==> src/rtl/logicap_pkg.sv <==
// Shared types and encodings for the logic analyser trigger path.
//   state_e     : trigger sequencer state
//   TRIG_LEVEL  : per-bit type, match on level
//   TRIG_EDGE   : per-bit type, match on a transition into the required level
//   CMB_AND     : stage combine, all masked bits must match
//   CMB_ANY     : stage combine, any masked bit may match
package logicap_pkg;

    typedef enum logic [1:0] {
        ST_IDLE  = 2'd0,
        ST_ARMED = 2'd1,
        ST_POST  = 2'd2,
        ST_DONE  = 2'd3
    } state_e;

    localparam logic TRIG_LEVEL = 1'b0;
    localparam logic TRIG_EDGE  = 1'b1;

    localparam logic CMB_AND = 1'b0;
    localparam logic CMB_ANY = 1'b1;

endpackage

==> src/rtl/trig_stage_match.sv <==
// Combinational match of one trigger stage against the current sample.
//   din, prev, prev_valid : current sample, previous sample and its validity
//   mask                  : bits that take part in the match
//   trig_type             : per bit, level or edge qualification
//   level                 : per bit, required level or edge direction
//   any                   : combine mode, all masked bits or any masked bit
//   match                 : stage condition satisfied (always 1 for empty mask)
module trig_stage_match
    import logicap_pkg::*;
#(
    parameter int size = 32
) (
    input  logic [size-1:0] din,
    input  logic [size-1:0] prev,
    input  logic            prev_valid,
    input  logic [size-1:0] mask,
    input  logic [size-1:0] trig_type,
    input  logic [size-1:0] level,
    input  logic            any,
    output logic            match
);

    logic [size-1:0] bit_match;

    always_comb begin
        bit_match = '0;
        for (int b = 0; b < size; b++) begin
            if (trig_type[b] == TRIG_EDGE) begin
                bit_match[b] = prev_valid && (prev[b] != din[b]) && (din[b] == level[b]);
            end else begin
                bit_match[b] = (din[b] == level[b]);
            end
        end
    end

    always_comb begin
        if (mask == '0) begin
            match = 1'b1;
        end else if (any == CMB_ANY) begin
            match = |(bit_match & mask);
        end else begin
            match = &(bit_match | ~mask);
        end
    end

endmodule

==> src/rtl/trig_seq.sv <==
// Multi-stage trigger sequencer between the sampler and the sample FIFO.
// Walks through up to num_stages match conditions (each with an occurrence
// count), then passes post-trigger samples until the post count is exhausted.
// Samples seen while ARMED or POST are forwarded one cycle later, tagged with
// trigger and last markers.
//   clk, reset          : clock, synchronous active-high reset
//   din, din_valid      : sample stream in
//   arm, abort          : start / cancel a capture sequence
//   cfg_*               : stage and sequence configuration, latched on arm
//   armed, triggered,
//   done, stage         : sequence status
//   dout*               : registered, tagged sample stream out
//
//   state | meaning
//   IDLE  | waiting for arm, nothing emitted
//   ARMED | evaluating stages, samples forwarded
//   POST  | trigger seen, counting post-trigger samples
//   DONE  | capture complete, waiting for re-arm
module trig_seq
    import logicap_pkg::*;
#(
    parameter int size       = 32,
    parameter int num_stages = 8,
    parameter int cnt_w      = 16,
    parameter int saddr_w    = 24
) (
    input  logic                          clk,
    input  logic                          reset,
    input  logic [size-1:0]               din,
    input  logic                          din_valid,
    input  logic                          arm,
    input  logic                          abort,
    input  logic [num_stages*size-1:0]    cfg_mask,
    input  logic [num_stages*size-1:0]    cfg_type,
    input  logic [num_stages*size-1:0]    cfg_level,
    input  logic [num_stages-1:0]         cfg_any,
    input  logic [num_stages*cnt_w-1:0]   cfg_count,
    input  logic [$clog2(num_stages)-1:0] cfg_last_stage,
    input  logic [saddr_w-1:0]            cfg_post_count,
    output logic                          armed,
    output logic                          triggered,
    output logic                          done,
    output logic [$clog2(num_stages)-1:0] stage,
    output logic [size-1:0]               dout,
    output logic                          dout_valid,
    output logic                          dout_trig,
    output logic                          dout_last
);

    localparam int SW = $clog2(num_stages);
    localparam logic [SW-1:0] LAST_MAX = SW'(num_stages - 1);

    state_e            state_q, state_d;
    logic [SW-1:0]     stage_q, stage_d;
    logic [SW-1:0]     last_q, last_d;
    logic [cnt_w-1:0]  occ_q, occ_d;
    logic [saddr_w-1:0] rem_q, rem_d;
    logic [saddr_w-1:0] post_q, post_d;
    logic [size-1:0]   prev_q, prev_d;
    logic              prev_valid_q, prev_valid_d;
    logic              triggered_q, triggered_d;
    logic [size-1:0]   dout_q, dout_d;
    logic              dout_valid_q, dout_valid_d;
    logic              dout_trig_q, dout_trig_d;
    logic              dout_last_q, dout_last_d;

    logic [size-1:0]   mask_q [num_stages];
    logic [size-1:0]   mask_d [num_stages];
    logic [size-1:0]   type_q [num_stages];
    logic [size-1:0]   type_d [num_stages];
    logic [size-1:0]   level_q [num_stages];
    logic [size-1:0]   level_d [num_stages];
    logic [cnt_w-1:0]  count_q [num_stages];
    logic [cnt_w-1:0]  count_d [num_stages];
    logic [num_stages-1:0] any_q, any_d;

    logic [SW-1:0]     last_clamped;
    logic              stage_match;

    // With a power-of-two stage count every encodable index is legal.
    if ((1 << SW) == num_stages) begin : g_no_clamp
        assign last_clamped = cfg_last_stage;
    end else begin : g_clamp
        assign last_clamped = (cfg_last_stage > LAST_MAX) ? LAST_MAX : cfg_last_stage;
    end

    trig_stage_match #(.size(size)) u_match (
        .din        (din),
        .prev       (prev_q),
        .prev_valid (prev_valid_q),
        .mask       (mask_q[stage_q]),
        .trig_type  (type_q[stage_q]),
        .level      (level_q[stage_q]),
        .any        (any_q[stage_q]),
        .match      (stage_match)
    );

    always_comb begin
        state_d      = state_q;
        stage_d      = stage_q;
        last_d       = last_q;
        occ_d        = occ_q;
        rem_d        = rem_q;
        post_d       = post_q;
        prev_d       = prev_q;
        prev_valid_d = prev_valid_q;
        triggered_d  = triggered_q;
        dout_d       = dout_q;
        dout_valid_d = 1'b0;
        dout_trig_d  = 1'b0;
        dout_last_d  = 1'b0;
        mask_d       = mask_q;
        type_d       = type_q;
        level_d      = level_q;
        count_d      = count_q;
        any_d        = any_q;

        if (abort) begin
            state_d      = ST_IDLE;
            stage_d      = '0;
            occ_d        = '0;
            rem_d        = '0;
            prev_valid_d = 1'b0;
            triggered_d  = 1'b0;
        end else begin
            case (state_q)
                ST_IDLE, ST_DONE: begin
                    if (arm) begin
                        for (int s = 0; s < num_stages; s++) begin
                            mask_d[s]  = cfg_mask[s*size +: size];
                            type_d[s]  = cfg_type[s*size +: size];
                            level_d[s] = cfg_level[s*size +: size];
                            count_d[s] = cfg_count[s*cnt_w +: cnt_w];
                        end
                        any_d        = cfg_any;
                        last_d       = last_clamped;
                        post_d       = cfg_post_count;
                        stage_d      = '0;
                        occ_d        = '0;
                        rem_d        = '0;
                        prev_valid_d = 1'b0;
                        triggered_d  = 1'b0;
                        state_d      = ST_ARMED;
                    end
                end
                ST_ARMED: begin
                    if (din_valid) begin
                        dout_d       = din;
                        dout_valid_d = 1'b1;
                        prev_d       = din;
                        prev_valid_d = 1'b1;
                        if (stage_match) begin
                            if (occ_q == count_q[stage_q]) begin
                                occ_d = '0;
                                if (stage_q == last_q) begin
                                    triggered_d = 1'b1;
                                    dout_trig_d = 1'b1;
                                    if (post_q == '0) begin
                                        dout_last_d = 1'b1;
                                        state_d     = ST_DONE;
                                    end else begin
                                        rem_d   = post_q;
                                        state_d = ST_POST;
                                    end
                                end else begin
                                    stage_d = stage_q + 1'b1;
                                end
                            end else begin
                                occ_d = occ_q + 1'b1;
                            end
                        end
                    end
                end
                ST_POST: begin
                    if (din_valid) begin
                        dout_d       = din;
                        dout_valid_d = 1'b1;
                        rem_d        = rem_q - 1'b1;
                        if (rem_q == saddr_w'(1)) begin
                            dout_last_d = 1'b1;
                            state_d     = ST_DONE;
                        end
                    end
                end
                default: state_d = ST_IDLE;
            endcase
        end
    end

    always_ff @(posedge clk) begin
        if (reset) begin
            state_q      <= ST_IDLE;
            stage_q      <= '0;
            last_q       <= '0;
            occ_q        <= '0;
            rem_q        <= '0;
            post_q       <= '0;
            prev_q       <= '0;
            prev_valid_q <= 1'b0;
            triggered_q  <= 1'b0;
            dout_q       <= '0;
            dout_valid_q <= 1'b0;
            dout_trig_q  <= 1'b0;
            dout_last_q  <= 1'b0;
            any_q        <= '0;
            for (int s = 0; s < num_stages; s++) begin
                mask_q[s]  <= '0;
                type_q[s]  <= '0;
                level_q[s] <= '0;
                count_q[s] <= '0;
            end
        end else begin
            state_q      <= state_d;
            stage_q      <= stage_d;
            last_q       <= last_d;
            occ_q        <= occ_d;
            rem_q        <= rem_d;
            post_q       <= post_d;
            prev_q       <= prev_d;
            prev_valid_q <= prev_valid_d;
            triggered_q  <= triggered_d;
            dout_q       <= dout_d;
            dout_valid_q <= dout_valid_d;
            dout_trig_q  <= dout_trig_d;
            dout_last_q  <= dout_last_d;
            any_q        <= any_d;
            mask_q       <= mask_d;
            type_q       <= type_d;
            level_q      <= level_d;
            count_q      <= count_d;
        end
    end

    assign armed      = (state_q == ST_ARMED);
    assign done       = (state_q == ST_DONE);
    assign triggered  = triggered_q;
    assign stage      = stage_q;
    assign dout       = dout_q;
    assign dout_valid = dout_valid_q;
    assign dout_trig  = dout_trig_q;
    assign dout_last  = dout_last_q;

endmodule
==> config.mk <==
export PLATFORM = sky130hd
export DESIGN_NAME = trig_seq
export DESIGN_NICKNAME = d
export VERILOG_FILES = /design/src/rtl/logicap_pkg.sv /design/src/rtl/trig_stage_match.sv /design/src/rtl/trig_seq.sv
export SDC_FILE = /design/constraint.sdc
export NUM_CORES = 2
export LEC_CHECK = 0
export CAP_MARGIN = 20
export CORE_AREA = 2 2 397 399
export CTS_CLUSTER_SIZE = 12
export DETAILED_ROUTE_END_ITERATION = 16
export DIE_AREA = 0 0 399 401
export PLACE_DENSITY = 0.6
export SLEW_MARGIN = 20
export SYNTH_ARGS = -nofsm -noshare
export SYNTH_HDL_FRONTEND = slang
export SYNTH_SLANG_ARGS = --single-unit
==> constraint.sdc <==
create_clock -name clk -period 4.4 [get_ports clk]
set_input_delay 0.88 -clock clk [delete_from_list [all_inputs] [get_ports clk]]
set_output_delay 0.88 -clock clk [all_outputs]
set_load 0.05 [all_outputs]
Word level (Yosys, flattened, before mapping). Cells that the tools add are included.

Flip-flop bits (word level): 1045. Input port bits: 968. Logic and storage cells: 318.

Reductions and logical operators: 84. Bitwise gates (word level): 10. Order comparisons: 2. Muxes and demuxes: 94. Eq/ne operators: 79. Add/subtract/negate cells: 3.

Operators with widths (number): 32-bit binary-select mux with 3-bit select (3); 32-bit 2-to-1 mux (6); 24-bit 2-to-1 mux (7); 16-bit 2-to-1 mux (6); 24-bit case mux with 3 select lines (1); 1-bit logical AND (64); 1-bit 2-to-1 mux (51); 16-bit binary-select mux with 3-bit select (1); 32-bit bitwise AND (1); 1-bit equality test (32); 32-bit logical NOT (1); 1-bit != test (32); 32-bit inverter (1); 32-bit bitwise OR (1); 16-bit case mux with 2 select lines (1); 32-bit AND reduction (1); 32-bit OR reduction (1); 24-bit by 1-bit equality test with 1-bit output (second input constant) (1); 24-bit logical NOT (1); 24-bit by 1-bit subtractor with 24-bit output (second input constant) (1); 16-bit by 1-bit adder with 16-bit output (second input constant) (1); 16-bit equality test (1); 3-bit 2-to-1 mux (5); 2-bit 2-to-1 mux (7); 23 further kinds (45).

Longest topological paths before layout.
Word-level depth: 14. Depth in mapped cells: 18.

Hierarchy. A second synthesis with hierarchy kept.

Cells, all modules: 5449. Area, all modules: 45168.3 sq um.

Modules (own cells, without submodules): trig_seq (times used 1, cells each 5188, area an instance 43613.1 sq um); trig_stage_match (times used 1, cells each 261, area an instance 1555.2 sq um).

Worst setup path after synthesis. OpenSTA, ideal clock, no wires.

Kind: flip-flop to flip-flop. Start point: register stage_q[0], in the netlist stage[0]. End point: register rem_q[0]. Path slack: 112 ps. Data required time: 4272 ps. Library setup time: 128 ps. Buffers on the path: 5. Stages on the path, launching flop included: 17. Data arrival time: 4160 ps. Cell sequence: dfxtp_1 -> buf_6 -> buf_6 -> buf_6 -> buf_2 -> mux4_2 -> mux2i_1 -> xnor2_1 -> nor4_1 -> nand4_2 -> nor2_4 -> nand2_2 -> or3_4 -> o32ai_4 -> buf_6 -> mux2i_1 -> nor2_1.

Longest elaborated chain between the ends: 13. Elaborated cells between the ends (all ways): 125. Classes of those cells: eq/ne: 37; mux: 48; bitwise: 4; reduce/logical: 36.

RTL lines: start: declaration (RTL line trig_seq.sv:54) `logic [SW-1:0] stage_q, stage_d;`; start signal: assignment (RTL line trig_seq.sv:214) `stage_q <= stage_d;`; 3-bit inverter with 4-bit output (implied by the code); 32-bit binary-select mux with 3-bit select (RTL line trig_seq.sv:93) `.level (level_q[stage_q]),`; 32-bit 2-to-1 mux (implied by the code) (2 in series) (RTL line trig_seq.sv:93); 1-bit equality test (RTL line trig_stage_match.sv:29, trig_stage_match.sv:31); 1-bit logical AND (RTL line trig_stage_match.sv:29) `bit_match[b] = prev_valid && (prev[b] != din[b]) && (din[b] == level[b]);`; 1-bit 2-to-1 mux (RTL line trig_stage_match.sv:28) `if (trig_type[b] == TRIG_EDGE) begin`; 32-bit bitwise OR or 32-bit bitwise AND (tied branches) (RTL line trig_stage_match.sv:42, trig_stage_match.sv:40); 32-bit AND reduction or 32-bit OR reduction (tied branches) (RTL line trig_stage_match.sv:42, trig_stage_match.sv:40); 1-bit 2-to-1 mux (RTL line trig_stage_match.sv:39) `end else if (any == CMB_ANY) begin`; 1-bit 2-to-1 mux (RTL line trig_stage_match.sv:37) `if (mask == '0) begin`; 2-bit by 1-bit != test with 1-bit output (no source line); 7-bit AND reduction (no source line) (*); end signal: assignment (RTL line trig_seq.sv:217) `rem_q <= rem_d;`; end: declaration (RTL line trig_seq.sv:57) `logic [saddr_w-1:0] rem_q, rem_d;`.

Every way passes the cells marked *; elsewhere a longest branch is shown, timed or not. The select of a mux whose other input is x is not followed. A chain may end at the register's enable or synchronous reset.

Final worst setup path.
Start point: register stage_q[0], in the netlist stage[0]. End point: register occ_q[14].

Longest elaborated chain between the ends: 13. Elaborated cells between the ends (all ways): 126. Classes of those cells: eq/ne: 34; mux: 52; bitwise: 4; reduce/logical: 36.

RTL lines: 3-bit inverter with 4-bit output (implied by the code); 32-bit binary-select mux with 3-bit select (RTL line trig_seq.sv:93); 32-bit 2-to-1 mux (implied by the code) (2 in series) (RTL line trig_seq.sv:93); 1-bit equality test (RTL line trig_stage_match.sv:29, trig_stage_match.sv:31); 1-bit logical AND (RTL line trig_stage_match.sv:29); 1-bit 2-to-1 mux (RTL line trig_stage_match.sv:28); 32-bit bitwise OR or 32-bit bitwise AND (tied branches) (RTL line trig_stage_match.sv:42, trig_stage_match.sv:40); 32-bit AND reduction or 32-bit OR reduction (tied branches) (RTL line trig_stage_match.sv:42, trig_stage_match.sv:40); 1-bit 2-to-1 mux (RTL line trig_stage_match.sv:39); 1-bit 2-to-1 mux (RTL line trig_stage_match.sv:37); 2-bit by 1-bit != test with 1-bit output (no source line); 4-bit AND reduction (no source line); end signal: assignment (RTL line trig_seq.sv:195) `occ_q <= '0;`; end signal: assignment (RTL line trig_seq.sv:216) `occ_q <= occ_d;`; end: declaration (RTL line trig_seq.sv:56) `logic [cnt_w-1:0] occ_q, occ_d;`.

Several ways; a longest one is shown, not always the timed one. The select of a mux whose other input is x is not followed.

==> results.md <==
* Run status: finished, final reports clean
* #FFs+latches synth at 1045
* Area occupied by registers at around 21000 sq um
* Synth cell types at 88
* Final Max Tran Viols at 0
* RR Startpoint: stage[0]
* Skew final at around 28 ps
* Total negative slack at 0 ps
* CP Launch Type: register
* Pre-antenna DRT Iters at 5
* Via count at about 45000
* Remaining DRCs at 0
* Total CTS buffers at 117
* Worst-path clk slew at approximately 60 ps
* Routed Wire Length at between 200000 and 250000 um
* Worst setup path start: stage[0]
* Ys flop type: dfxtp_1
* CTS Sinks at 1045
* Type of the worst min-delay path: register to register
* Synthesized Nets at ~6600
* Most common cell after layout, fill and taps aside: nand2_1
* Post-DRT Antenna Nets at 0
* Area Overhead vs Synth at 38.9%
* Mean Syn Cell Area at just over 8 sq um
* First-pass GRT wire length at 306000 um
* Vias/cell at around 5.1
* Clk buf depth at 3
* Flop-to-flop setup slack at 100 ps
* Clock Tree Root: clkbuf_16
* Final core utilization at 41.4%
* Share of cells above drive strength 1 at ~11%
* Mapped Cells at 5607
* Final setup viols at 0
* Fillers at 15628
* Std-Cell Rows at 145
* Worst EP arrival at ~4900 ps
* Pwr per Cell Area at ~400 nW/um^2
* Hold Buf Count CTS at 0
* Sequential area share after synthesis at a little under half
* Number of global-route vias before repair at 43364
* Least-Margin Pin Slew at about 1000 ps
* Slew headroom at between 30 and 40%
* Period utilization at between 90% and 100%
* Critical Path RT at 5020 ps
* I/O Buffers at between 1000 and 1500
* Final GP Congestion at roughly 0.92
* Ys async rst share at 0%
* Final Non-Filler Cells at slightly below 9000
* Overall Global Routing Usage at a little over a quarter
* Wirelength per Cell at approximately 25 um
* Fmax at 233 MHz
* Core area at approximately 160000 sq um
* Initial DRC Count at about 3900
* GR Overflow Total at 0
* Inst Count DP at 8496
* Initial antenna violation count at 87
* H-tree Lvls at 3
* Final Net Count at roughly 7600
* Pin count of the biggest net entering global routing at ~190
* Clock latency on the worst-skew pair at roughly 750 ps
* Most frequent cells in the layout: nand2_1 (2075), dfxtp_1 (1041), a21oi_1 (1040)
* TritonCTS clock tree: built
* CP Class: register to register
* Multi-input logic area at between 20000 and 25000 sq um
* Hold_sp: type_q[30]
* I/O Pins at approximately 1000
* Ys Warns at 0
* Post-synth EDFFs at 0
* CP Capture Type: register
* Die height at 401 um
* Starting Density at between 20 and 30%
* Die W at roughly 400 um
* Min cycle time layout at approximately 4300 ps
* Crit-path max FO at 23
* Final hold vios at 0
* DIE AREA at approximately 160000 sq um
* Hpwl dp at approximately 170000 um
* Synthesized area at 46400 sq um
* Max Cap Viol at 0
* RSZ-0062 raised after global routing: true
* Maximum vdd ir drop at 0.308 mV
* Leak Pwr at 22.9 nW
[state kept, by name, indices dropped and copies added (netlist names), 2 cells and up]
signal   count
any_q        8
count_q    128
dout        32
last_q       3
level_q    256
mask_q     256
occ_q       16
post_q      24
prev_q      32
rem_q       24
stage        3
state_q      2
type_q     256
[per-stage QoR]
step	power [mW]	area [sq um]	hold slack, ps	worst slack [ps]
2_1_floorplan	12.7	46400	432	112
3_3_place_gp	14.9	59700	439	-268
3_5_place_dp	15.0	59700	444	-255
4_1_cts	25.2	63800	452	18.0
5_1_grt	26.0	64400	463	-55.2
6_report	25.1	64400	452	99.8
[per-layer routing]
layer | global-route usage (%) | routed length (um) | vias up | share of wire [%]
met4 | 10.0 | 7910 | 20 | 3.6
li1 | - | - | 21085 | -
met3 | 4.67 | 14500 | 353 | 6.6
met2 | 43.5 | 106000 | 1682 | 48
met1 | 33.9 | 92300 | 22040 | 42
met5 | 0 | 127 | - | 0.057
[power breakdown]
part | switching (mW) | internal (mW)
Combinational | 2.46 | 2.07
Clock | 4.26 | 5.93
Sequential | 0.363 | 10.0
Total | 7.08 | 18.0
[kinds of logic after synthesis]
kind of cell / Yosys count / synth area share (%)
compound gates: 1225 / 14.3
simple gates: 2413 / 21.0
buf+inv: 456 / 4.31
xor+xnor: 69 / 1.30
flops: 1045 / 45.1
mux: 392 / 13.8
fa+ha+maj: 7 / 0.189
[worst paths after layout]
kind / endpoint / cells past startpoint
setup reg to reg: occ_q[14] / 14
hold / removal: type_q[30] / 2
hold reg to reg: type_q[30] / 2
setup / recovery: occ_q[14] / 14
[area by class of cell]
cell class,count,share of cell area [%]
flip-flops and latches,1045,32.5
clock buffers,179,5.52
well taps,2058,4.00
clock inverters,39,0.691
inverters,23,0.142
diodes,54,0.210
multi-input cells,4106,36.8
repair buffers,1284,20.2
[synth_stat cells, drive strengths merged (4+ instances only)]
cell / number / share of area (%)
nand2: 2077 / 17
dfxtp: 1045 / 45
a21oi: 1041 / 11
clkbuf: 353 / 2.9
mux4: 194 / 9.5
mux2i: 185 / 4.0
nor2: 111 / 0.92
buf: 80 / 1.3
a22oi: 52 / 0.84
nand2b: 39 / 0.53
xnor2: 38 / 0.72
nor4: 36 / 0.53
xor2: 31 / 0.59
o21ai: 25 / 0.27
inv: 22 / 0.18
nor3: 22 / 0.27
nand3: 18 / 0.19
nor2b: 16 / 0.22
nand4: 15 / 0.22
or3: 14 / 0.20
mux2: 13 / 0.32
a221oi: 11 / 0.22
a31oi: 11 / 0.15
nand3b: 11 / 0.18
o22ai: 10 / 0.13
or4: 10 / 0.16
a22o: 7 / 0.13
and3: 7 / 0.094
and4b: 7 / 0.15
ha: 7 / 0.19
nor3b: 7 / 0.11
a32oi: 6 / 0.11
and2: 6 / 0.081
o2111ai: 6 / 0.11
o211ai: 6 / 0.097
or2: 6 / 0.081
a21boi: 4 / 0.065
a21o: 4 / 0.065
[repair_timing]
item | CTS | global route
resized for setup | 11 | 43
gates cloned | 0 | 6
pin swaps | 0 | 3
endpoints found under the setup margin | 44 | 45
setup buffers | 0 | 14
[worst max-delay path, cell delays in order, from the launching register on]
cell and delay (ps):
dfxtp_4 420, buf_12 180, buf_16 210, mux4_2 530, nor2_1 330, nor2_1 110, mux2i_1 210, o22ai_1 220
or4b_2 750, nor4_1 240, a22o_1 260, nor3_2 50, buf_4 200, and4_1 190, o21ba_2 190
Note: power is estimated with default switching activity, not from simulation.
